==> src/rtl/exe_mem_elastic_stage_if.sv <==
// EXE->MEM handshake bundle: upstream entry fields plus the registered head entry.
// Latency: none, this is wiring only.
// Backpressure: in_ready from the stage, out_ready from the MEM consumer.
interface exe_mem_elastic_stage_if #(
  parameter int ASIZE  = 5,
  parameter int DSIZE  = 16,
  parameter int ISIZE  = 16,
  parameter int CTRL_W = 4
);
  // Upstream (EXE) side
  logic              in_valid;
  logic              in_ready;
  logic [ASIZE-1:0]  in_w_addr;
  logic [DSIZE-1:0]  in_w_data;
  logic [DSIZE-1:0]  in_rdata2;
  logic [CTRL_W-1:0] in_ctrl;
  logic [ISIZE-1:0]  in_pc;

  // Downstream (MEM) side
  logic              out_valid;
  logic              out_ready;
  logic [ASIZE-1:0]  out_w_addr;
  logic [DSIZE-1:0]  out_w_data;
  logic [DSIZE-1:0]  out_rdata2;
  logic [CTRL_W-1:0] out_ctrl;
  logic [ISIZE-1:0]  out_pc;

  // Environment view: produces entries for the stage and consumes its head.
  modport master (
    output in_valid, in_w_addr, in_w_data, in_rdata2, in_ctrl, in_pc, out_ready,
    input  in_ready, out_valid, out_w_addr, out_w_data, out_rdata2, out_ctrl, out_pc
  );

  // Stage view.
  modport slave (
    input  in_valid, in_w_addr, in_w_data, in_rdata2, in_ctrl, in_pc, out_ready,
    output in_ready, out_valid, out_w_addr, out_w_data, out_rdata2, out_ctrl, out_pc
  );
endinterface

==> src/rtl/exe_mem_elastic_stage.sv <==
// EXE->MEM elastic pipeline register with 2-entry skid buffer, flush and perf counters.
// Latency: 1 cycle from EMPTY; throughput 1 entry/cycle while out_ready=1.
// Backpressure: absorbs one extra entry into skid after out_ready drops; in_ready is registered.
module exe_mem_elastic_stage #(
  parameter int ASIZE  = 5,
  parameter int DSIZE  = 16,
  parameter int ISIZE  = 16,
  parameter int CTRL_W = 4,
  parameter int CNT_W  = 16
) (
  input  logic                          clk,
  input  logic                          rst,
  input  logic                          flush,
  exe_mem_elastic_stage_if.slave        bus,
  output logic [CNT_W-1:0]              stall_cnt,
  output logic [CNT_W-1:0]              bubble_cnt
);

  // One pipeline entry; ctrl order is {wen, memToReg, memRead, memWrite}.
  typedef struct packed {
    logic [ASIZE-1:0]  w_addr;
    logic [DSIZE-1:0]  w_data;
    logic [DSIZE-1:0]  rdata2;
    logic [CTRL_W-1:0] ctrl;
    logic [ISIZE-1:0]  pc;
  } entry_t;

  // Encoding is {skid_valid, main_valid} so the valid bits fall straight out of the state.
  typedef enum logic [1:0] {
    EMPTY = 2'b00,
    ONE   = 2'b01,
    FULL  = 2'b11
  } state_t;

  state_t state;
  entry_t main_q;
  entry_t skid_q;
  entry_t in_entry;

  logic main_valid;
  logic skid_valid;
  logic in_fire;
  logic out_fire;

  assign main_valid = state[0];
  assign skid_valid = state[1];

  // in_ready comes only from registered state, so there is no out_ready -> in_ready path.
  assign bus.in_ready = ~skid_valid;
  assign in_fire      = bus.in_valid & ~skid_valid;
  assign out_fire     = main_valid & bus.out_ready;

  assign in_entry.w_addr = bus.in_w_addr;
  assign in_entry.w_data = bus.in_w_data;
  assign in_entry.rdata2 = bus.in_rdata2;
  assign in_entry.ctrl   = bus.in_ctrl;
  assign in_entry.pc     = bus.in_pc;

  // Head entry drives the MEM side; stale payload is harmless because ctrl is gated.
  assign bus.out_valid  = main_valid;
  assign bus.out_w_addr = main_q.w_addr;
  assign bus.out_w_data = main_q.w_data;
  assign bus.out_rdata2 = main_q.rdata2;
  assign bus.out_pc     = main_q.pc;
  // A bubble must never assert memWrite or wen downstream.
  assign bus.out_ctrl   = main_valid ? main_q.ctrl : '0;

  // Occupancy FSM and payload moves; flush drops everything, including a same-cycle accept.
  always_ff @(posedge clk) begin
    if (rst) begin
      state  <= EMPTY;
      main_q <= '0;
      skid_q <= '0;
    end else if (flush) begin
      state <= EMPTY;
    end else begin
      case (state)
        EMPTY: begin
          if (in_fire) begin
            main_q <= in_entry;
            state  <= ONE;
          end
        end
        ONE: begin
          if (in_fire && out_fire) begin
            main_q <= in_entry;
          end else if (out_fire) begin
            state <= EMPTY;
          end else if (in_fire) begin
            skid_q <= in_entry;
            state  <= FULL;
          end
        end
        FULL: begin
          // in_ready is low here, so only the drain of main can happen.
          if (out_fire) begin
            main_q <= skid_q;
            state  <= ONE;
          end
        end
        default: state <= EMPTY;
      endcase
    end
  end

  // Saturating perf counters from the pre-flush handshake; only rst clears them.
  always_ff @(posedge clk) begin
    if (rst) begin
      stall_cnt  <= '0;
      bubble_cnt <= '0;
    end else begin
      if (main_valid && !bus.out_ready && (stall_cnt != {CNT_W{1'b1}}))
        stall_cnt <= stall_cnt + 1'b1;
      if (!main_valid && bus.out_ready && (bubble_cnt != {CNT_W{1'b1}}))
        bubble_cnt <= bubble_cnt + 1'b1;
    end
  end

endmodule

==> src/flat_wrapper.sv <==
// flat-port wrapper written by rule: the top's interface ports become plain ports
module exe_mem_elastic_stage_flat 
#(
  parameter int ASIZE  = 5,
  parameter int DSIZE  = 16,
  parameter int ISIZE  = 16,
  parameter int CTRL_W = 4,
  parameter int CNT_W  = 16
)
  (clk, rst, flush, stall_cnt, bubble_cnt, bus_in_valid, bus_in_w_addr, bus_in_w_data, bus_in_rdata2, bus_in_ctrl, bus_in_pc, bus_out_ready, bus_in_ready, bus_out_valid, bus_out_w_addr, bus_out_w_data, bus_out_rdata2, bus_out_ctrl, bus_out_pc);
  exe_mem_elastic_stage_if #(.ASIZE(ASIZE), .DSIZE(DSIZE), .ISIZE(ISIZE), .CTRL_W(CTRL_W)) bus_i ();
  input  logic clk;
  input  logic rst;
  input  logic flush;
  output logic [CNT_W-1:0] stall_cnt;
  output logic [CNT_W-1:0] bubble_cnt;
  input wire logic [$bits(bus_i.in_valid)-1:0] bus_in_valid;
  input wire logic [$bits(bus_i.in_w_addr)-1:0] bus_in_w_addr;
  input wire logic [$bits(bus_i.in_w_data)-1:0] bus_in_w_data;
  input wire logic [$bits(bus_i.in_rdata2)-1:0] bus_in_rdata2;
  input wire logic [$bits(bus_i.in_ctrl)-1:0] bus_in_ctrl;
  input wire logic [$bits(bus_i.in_pc)-1:0] bus_in_pc;
  input wire logic [$bits(bus_i.out_ready)-1:0] bus_out_ready;
  output wire logic [$bits(bus_i.in_ready)-1:0] bus_in_ready;
  output wire logic [$bits(bus_i.out_valid)-1:0] bus_out_valid;
  output wire logic [$bits(bus_i.out_w_addr)-1:0] bus_out_w_addr;
  output wire logic [$bits(bus_i.out_w_data)-1:0] bus_out_w_data;
  output wire logic [$bits(bus_i.out_rdata2)-1:0] bus_out_rdata2;
  output wire logic [$bits(bus_i.out_ctrl)-1:0] bus_out_ctrl;
  output wire logic [$bits(bus_i.out_pc)-1:0] bus_out_pc;
  assign bus_i.in_valid = bus_in_valid;
  assign bus_i.in_w_addr = bus_in_w_addr;
  assign bus_i.in_w_data = bus_in_w_data;
  assign bus_i.in_rdata2 = bus_in_rdata2;
  assign bus_i.in_ctrl = bus_in_ctrl;
  assign bus_i.in_pc = bus_in_pc;
  assign bus_i.out_ready = bus_out_ready;
  assign bus_in_ready = bus_i.in_ready;
  assign bus_out_valid = bus_i.out_valid;
  assign bus_out_w_addr = bus_i.out_w_addr;
  assign bus_out_w_data = bus_i.out_w_data;
  assign bus_out_rdata2 = bus_i.out_rdata2;
  assign bus_out_ctrl = bus_i.out_ctrl;
  assign bus_out_pc = bus_i.out_pc;
  exe_mem_elastic_stage #(.ASIZE(ASIZE), .DSIZE(DSIZE), .ISIZE(ISIZE), .CTRL_W(CTRL_W), .CNT_W(CNT_W)) u_core (.clk(clk), .rst(rst), .flush(flush), .bus(bus_i), .stall_cnt(stall_cnt), .bubble_cnt(bubble_cnt));
endmodule
==> config.mk <==
export PLATFORM = sky130hd
export DESIGN_NAME = exe_mem_elastic_stage_flat
export DESIGN_NICKNAME = d
export VERILOG_FILES = /design/src/rtl/exe_mem_elastic_stage_if.sv /design/src/rtl/exe_mem_elastic_stage.sv /design/src/flat_wrapper.sv
export SDC_FILE = /design/constraint.sdc
export NUM_CORES = 1
export LEC_CHECK = 0
export BUFFER_PORTS_ARGS = -buffer_cell sky130_fd_sc_hd__buf_2
export CAP_MARGIN = 20
export CORE_ASPECT_RATIO = 0.8
export CORE_MARGIN = 2
export CORE_UTILIZATION = 38
export DETAILED_ROUTE_END_ITERATION = 8
export GPL_ROUTABILITY_DRIVEN = 0
export SYNTH_ARGS = -nofsm -noshare
export SYNTH_HDL_FRONTEND = slang
export SYNTH_SLANG_ARGS = --single-unit
export TNS_END_PERCENT = 50
==> constraint.sdc <==
create_clock -name clk -period 4 [get_ports clk]
set_input_delay 1.2 -clock clk [delete_from_list [all_inputs] [get_ports clk]]
set_output_delay 1.2 -clock clk [all_outputs]
set_load 0.05 [all_outputs]
==> flow_summary.yaml, run 1 <==
status:
  status: "finished, final reports clean"
sta:
  max_slew_margin_pct: 28.43
  post-route-period-util_pct: 72.62
  finClkSkew_ns: 0.008030
  timing.hold.ws_ns: 0.4534
  setup_tns_ns: 0
  drv_slew: 0
  max_freq_ghz: 0.3442
  hold_viol: 0
  finalSetupViolCount: 0
  rsz0062_at_grt: "false"
  worst_pin_slew_ns: 1.074
  final.setup.worst_slack_ns: 1.095
  fin_crit_ns: 2.905
logic_synthesis:
  synth_cells: 796
  yosysSeqAreaShare_pct: 43.16
  syn_area_sq_mm: 0.006865
  ys_async_sr_fraction_pct: 0
  yosysTopAreaCell: "dfxtp_1"
  yosys_warnings: 0
  avgSynthCellArea_sq_um: 8.625
  ys_types: 47
  synth_area_leaders: "dfxtp_1 (43%), a21oi_1 (9.5%), mux2i_1 (8.5%)"
  synth-edff-count: 0
  synth_top_area_share_pct: 43.16
  synth.net_count: 864
  ys_ff_latch: 148
  synth_ff_type: "dfxtp_1"
grt:
  overflow: 0
  antenna_found_initial: 1
  grt_pass1_wl_um: 28440
  grt_usage_pct: 18.31
  grt_pass1_vias: 5403
  grt_start_max_net_pins: 88
detailed_routing:
  viasPerCell: 5.224
  ant_nets: 0
  wirelength_um: 17640
  num_vias: 5767
  drc: 0
  wl_per_cell_um: 15.98
  firstDrtPassIters: 4
  drtIter0Drc: 308
setup_path:
  path_class: "reg2out"
  worst_setup_path_end_kind: "output port"
  r2r_end: "u_core.bus.out_pc[9]"
  crit_path_end: "bus_out_ctrl[0]"
  path_max_fanout: 16
  critPathRequiredTime_ns: 2.80
  r2r_start: "u_core.state[0]"
  worst-r2r-setup-slack_ns: 1.31
  cp-startpoint: "u_core.state[0]"
  rr_worst_depth: 6
  critPathLaunchType: "flip-flop"
  worstPathArrival_ns: 1.70
cells_and_area:
  final_cell_count_no_fill: 1104
  drive_gt1_share_pct: 23.92
  fin_nets: 933
  fillerInstances: 1692
  area_delta_synth_final_pct: 16.75
placement:
  place_hpwl_um: 10930
  place_inst: 1071
  dp_slack_ns: 0.9934
  io_buffers: 152
floorplanning:
  initial_utilization_pct: 39.14
  core_sq_mm: 0.01754
  dieArea_sq_mm: 0.01916
  top_level_ports: 153
  chipHeight_um: 124.2
  fp-row-count: 43
  fp.dieW_um: 154.3
power_and_ir_drop:
  ir_drop_v: 0.0002647
  p_switching_uw: 1144
  cellPowerDensity_mw_per_mm2: 483.0
  p_int_uw: 2727
  p_sw_share_pct: 29.56
  p_seq_share_pct: 41.4
  pwr-share-clk_pct: 42.2
  pwr-share-comb_pct: 16.4
  p_leak_uw: 0.002984
flow_run:
  cap_viol_max_count: 0
clock_network:
  cts_sinks: 148
  clk_latency_ns: 0.42
  cts.path.max_buffers: 2
  clkTransAtPathRegs_ns: 0.06
  numCtsBuffers: 17
  cts_root_buf: "clkbuf_16"
  cts-resized-gates: 0
  cts_max_level: 4
  postCtsHoldBufs: 0
  cts_tree: "built"
  post-cts-setup-buffers: 0
hold_path:
  min_path_type: "reg2reg"
==> cells by family (layout without fill, tap and decap cells) <==
group                    after synthesis  count (layout)  synth area share (%)
AND/OR/NAND/NOR                      226             226                 15.76
multiplexers                          68              68                 10.10
AO/OA/AOI/OAI                        222             222                 19.52
flip-flops                           148             148                 43.16
XOR/XNOR                               1               1                0.1276
other                                  0               1                     0
buffers and inverters                125             207                 10.24
adder cells (fa/ha/maj)                6               6                 1.093
==> sequential cells by signal, indices dropped and copies added, names as in the netlist <==
register	count
u_core.state	2
u_core.bus.out_pc	16
u_core.bubble_cnt	16
u_core.main_q	4
u_core.bus.out_rdata2	16
u_core.skid_q	57
u_core.bus.out_w_data	16
u_core.bus.out_w_addr	5
u_core.stall_cnt	16
==> power groups by stage <==
stage / Clock [uW] / Sequential (uW) / Combinational [uW]
after global placement: 0 / 1630 / 635
after global routing: 1720 / 1610 / 684
after CTS: 1670 / 1600 / 640
final: 1630 / 1600 / 635
after detailed placement: 0 / 1630 / 640
after floorplan: 0 / 1630 / 539
==> synthesized netlist by cell type, types with 2 or more instances <==
master	number
a2111oi_0	2
a211oi_1	61
a21oi_1	130
a31oi_1	3
and2_1	5
and4_1	4
buf_1	5
buf_2	13
buf_4	58
clkbuf_1	38
dfxtp_1	148
ha_1	6
inv_1	11
mux2_1	2
mux2_2	8
mux2i_1	58
nand2_1	124
nand2b_1	3
nand3_1	13
nand4_1	10
nand4b_1	2
nor2_1	19
nor2b_1	10
nor3_1	6
nor4_1	7
o211a_1	2
o211ai_1	2
o21ai_0	8
o311ai_0	2
o31ai_1	6
o41ai_1	2
or3_1	7
or4_1	7
==> metrics by stage <==
stage / total power, uW / area [sq um] / util [%]
2_1_floorplan: 2170 / 6865 / -
3_3_place_gp: 2268 / 7410 / 42.25
3_5_place_dp: 2272 / 7410 / 42.25
4_1_cts: 3912 / 8013 / 45.68
5_1_grt: 4019 / 8015 / 45.70
6_report: 3871 / 8015 / 45.70
==> area by class of cell <==
| type | instances | area (sq um) | area share (%) |
|---|---|---|---|
| multi-input cells | 523 | 3233 | 40.34 |
| repair buffers | 164 | 890.9 | 11.11 |
| flip-flops and latches | 148 | 2963 | 36.97 |
| well taps | 225 | 281.5 | 3.512 |
| diodes | 1 | 2.502 | 0.03122 |
| inverters | 11 | 41.29 | 0.5151 |
| clock inverters | 12 | 156.4 | 1.951 |
| clock buffers | 20 | 446.7 | 5.573 |
==> routing by layer <==
metal / GRT usage, % / part of all wire [%] / vias up
met1: 24.79 / 49 / 2681
met4: 5.283 / 0.97 / 0
met3: 5.403 / 6.2 / 11
met2: 28.33 / 44 / 143
met5: 0 / 0 / -
li1: - / - / 2932
==> worst min-delay path by stage <==
stage,from,end,slack [ns],depth (start not counted)
after CTS,u_core.skid_q[23],u_core.skid_q[23],0.45,2
after global routing,u_core.skid_q[12],u_core.skid_q[12],0.47,2
after global placement,u_core.skid_q[43],u_core.skid_q[43],0.44,2
after detailed placement,u_core.skid_q[56],u_core.skid_q[56],0.45,2
after floorplan,u_core.skid_q[0],u_core.skid_q[0],0.44,2
final,u_core.skid_q[51],u_core.skid_q[51],0.45,2
==> worst max-delay path, stage by stage, from the launching register on <==
cell,delay [ns]
dfxtp_1,0.74
and2_1,0.27
buf_2,0.28
==> cell usage in the layout (no fill, tap or decap), types with 8 or more instances in the layout <==
cell       Yosys  layout
mux2_2         8       8
nand3_1       13      13
a21oi_1      130     130
buf_2         13     151
a211oi_1      61      61
inv_1         11      11
clkbuf_16      0      17
buf_4         58      10
nor2b_1       10      10
nand2_1      124     124
nor2_1        19      18
mux2i_1       58      58
o21ai_0        8       8
nand4_1       10      10
dfxtp_1      148     148
Note: power is estimated with default switching activity, not from simulation.
==> inputs of run 2 (changes only) <==
Clock period 4 ns to 3 ns, I/O delays scaled along.
==> flow_summary.yaml, run 2 (same netlist as run 1, synthesis figures left out) <==
status:
  status: "finished, final reports clean"
detailed_routing:
  num_vias: 5823
  ant_nets: 0
  wl_per_cell_um: 15.60
  drtIter0Drc: 372
  wirelength_um: 17320
  drc: 0
  viasPerCell: 5.246
  firstDrtPassIters: 4
sta:
  final.setup.worst_slack_ns: 0.5965
  max_freq_ghz: 0.4161
  fin_crit_ns: 2.403
  finClkSkew_ns: 0.008214
  setup_tns_ns: 0
  post-route-period-util_pct: 80.12
  max_slew_margin_pct: 53.40
  hold_viol: 0
  finalSetupViolCount: 0
  drv_slew: 0
  rsz0062_at_grt: "false"
  worst_pin_slew_ns: 0.6927
clock_network:
  cts_tree: "built"
  cts-resized-gates: 0
  clkTransAtPathRegs_ns: 0.06
  cts_root_buf: "clkbuf_16"
  cts_sinks: 148
  postCtsHoldBufs: 0
  cts_max_level: 4
  post-cts-setup-buffers: 0
  numCtsBuffers: 17
  clk_latency_ns: 0.41
  cts.path.max_buffers: 2
power_and_ir_drop:
  p_leak_uw: 0.003029
  ir_drop_v: 0.0003614
  cellPowerDensity_mw_per_mm2: 650.6
cells_and_area:
  final_cell_mix: "buf_2 (151), dfxtp_1 (148), a21oi_1 (130)"
  drive_gt1_share_pct: 24.46
  fin_nets: 938
  largest_register_ffs: 57
  postLayoutCoreUtil_pct: 46.08
  final_common_cell: "buf_2"
  area_delta_synth_final_pct: 17.73
  max_flop_register: "u_core.skid_q"
grt:
  grt_usage_pct: 18.27
  grt_start_max_net_pins: 61
  overflow: 0
  grt_pass1_vias: 5404
  grt_pass1_wl_um: 28430
  antenna_found_initial: 2
setup_path:
  worst_setup_path_end_kind: "output port"
  path_max_fanout: 9
  rr_worst_depth: 7
  path_class: "reg2out"
  critPathRequiredTime_ns: 2.10
  worstPathArrival_ns: 1.50
  critPathLaunchType: "flip-flop"
floorplanning:
  top_level_ports: 153
  chipHeight_um: 124.2
  core_sq_mm: 0.01754
  fp-row-count: 43
  initial_utilization_pct: 39.14
  fp.dieW_um: 154.3
  dieArea_sq_mm: 0.01916
flow_run:
  cap_viol_max_count: 0
hold_path:
  min_path_type: "reg2reg"
  whs_path_depth: 2
placement:
  io_buffers: 152
  dp_slack_ns: 0.4424
  place_hpwl_um: 11200
-- run 2: final cells by class --
class	instances	area (sq um)
flip-flops and latches	148	2963
inverters	11	41.29
fillers	1710	9457
repair buffers	169	928.4
well taps	225	281.5
clock buffers	20	456.7
diodes	2	5.005
multi-input cells	523	3233
clock inverters	12	173.9
-- run 2: path summary, 6_finish.rpt --
check | startpoint | slack (ns) | endpoint
max | u_core.state[0] | 0.60 | bus_out_ctrl[3]
min reg2reg | u_core.skid_q[40] | 0.45 | u_core.skid_q[40]
max reg2reg | u_core.state[0] | 0.64 | u_core.bus.out_pc[4]
min | u_core.skid_q[40] | 0.45 | u_core.skid_q[40]
-- run 2: worst max-delay path, cell delays in order, from the launching register on --
cell     delay [ns]
dfxtp_1        0.46
buf_4          0.23
and2_1         0.13
buf_2          0.27
-- run 2: stage by stage --
stage	hold slack [ns]	cell area (sq um)	power [uW]	instances
finish	0.4527	8083	5258	1110
global route	0.4697	8080	5484	1109
CTS	0.4549	8078	5321	1108
detailed placement	0.4467	7447	3035	1076
global placement	0.4411	7447	3029	1076
floorplan	0.4360	6865	2893	796
-- run 2: report_power, final --
group	total [uW]	leakage (uW)	switching [uW]	internal (uW)
clock	2270	0.000311	831	1440
combinational	859	0.00151	618	242
sequential	2130	0.00120	58.0	2070
total	5260	0.00303	1510	3750
-- run 2: per-layer routing --
layer	vias up	GRT usage (%)	wire length (um)
li1	2941	-	-
met1	2707	25.12	8329
met2	166	27.91	7644
met3	9	5.263	1211
met4	0	5.338	133
met5	-	0	0
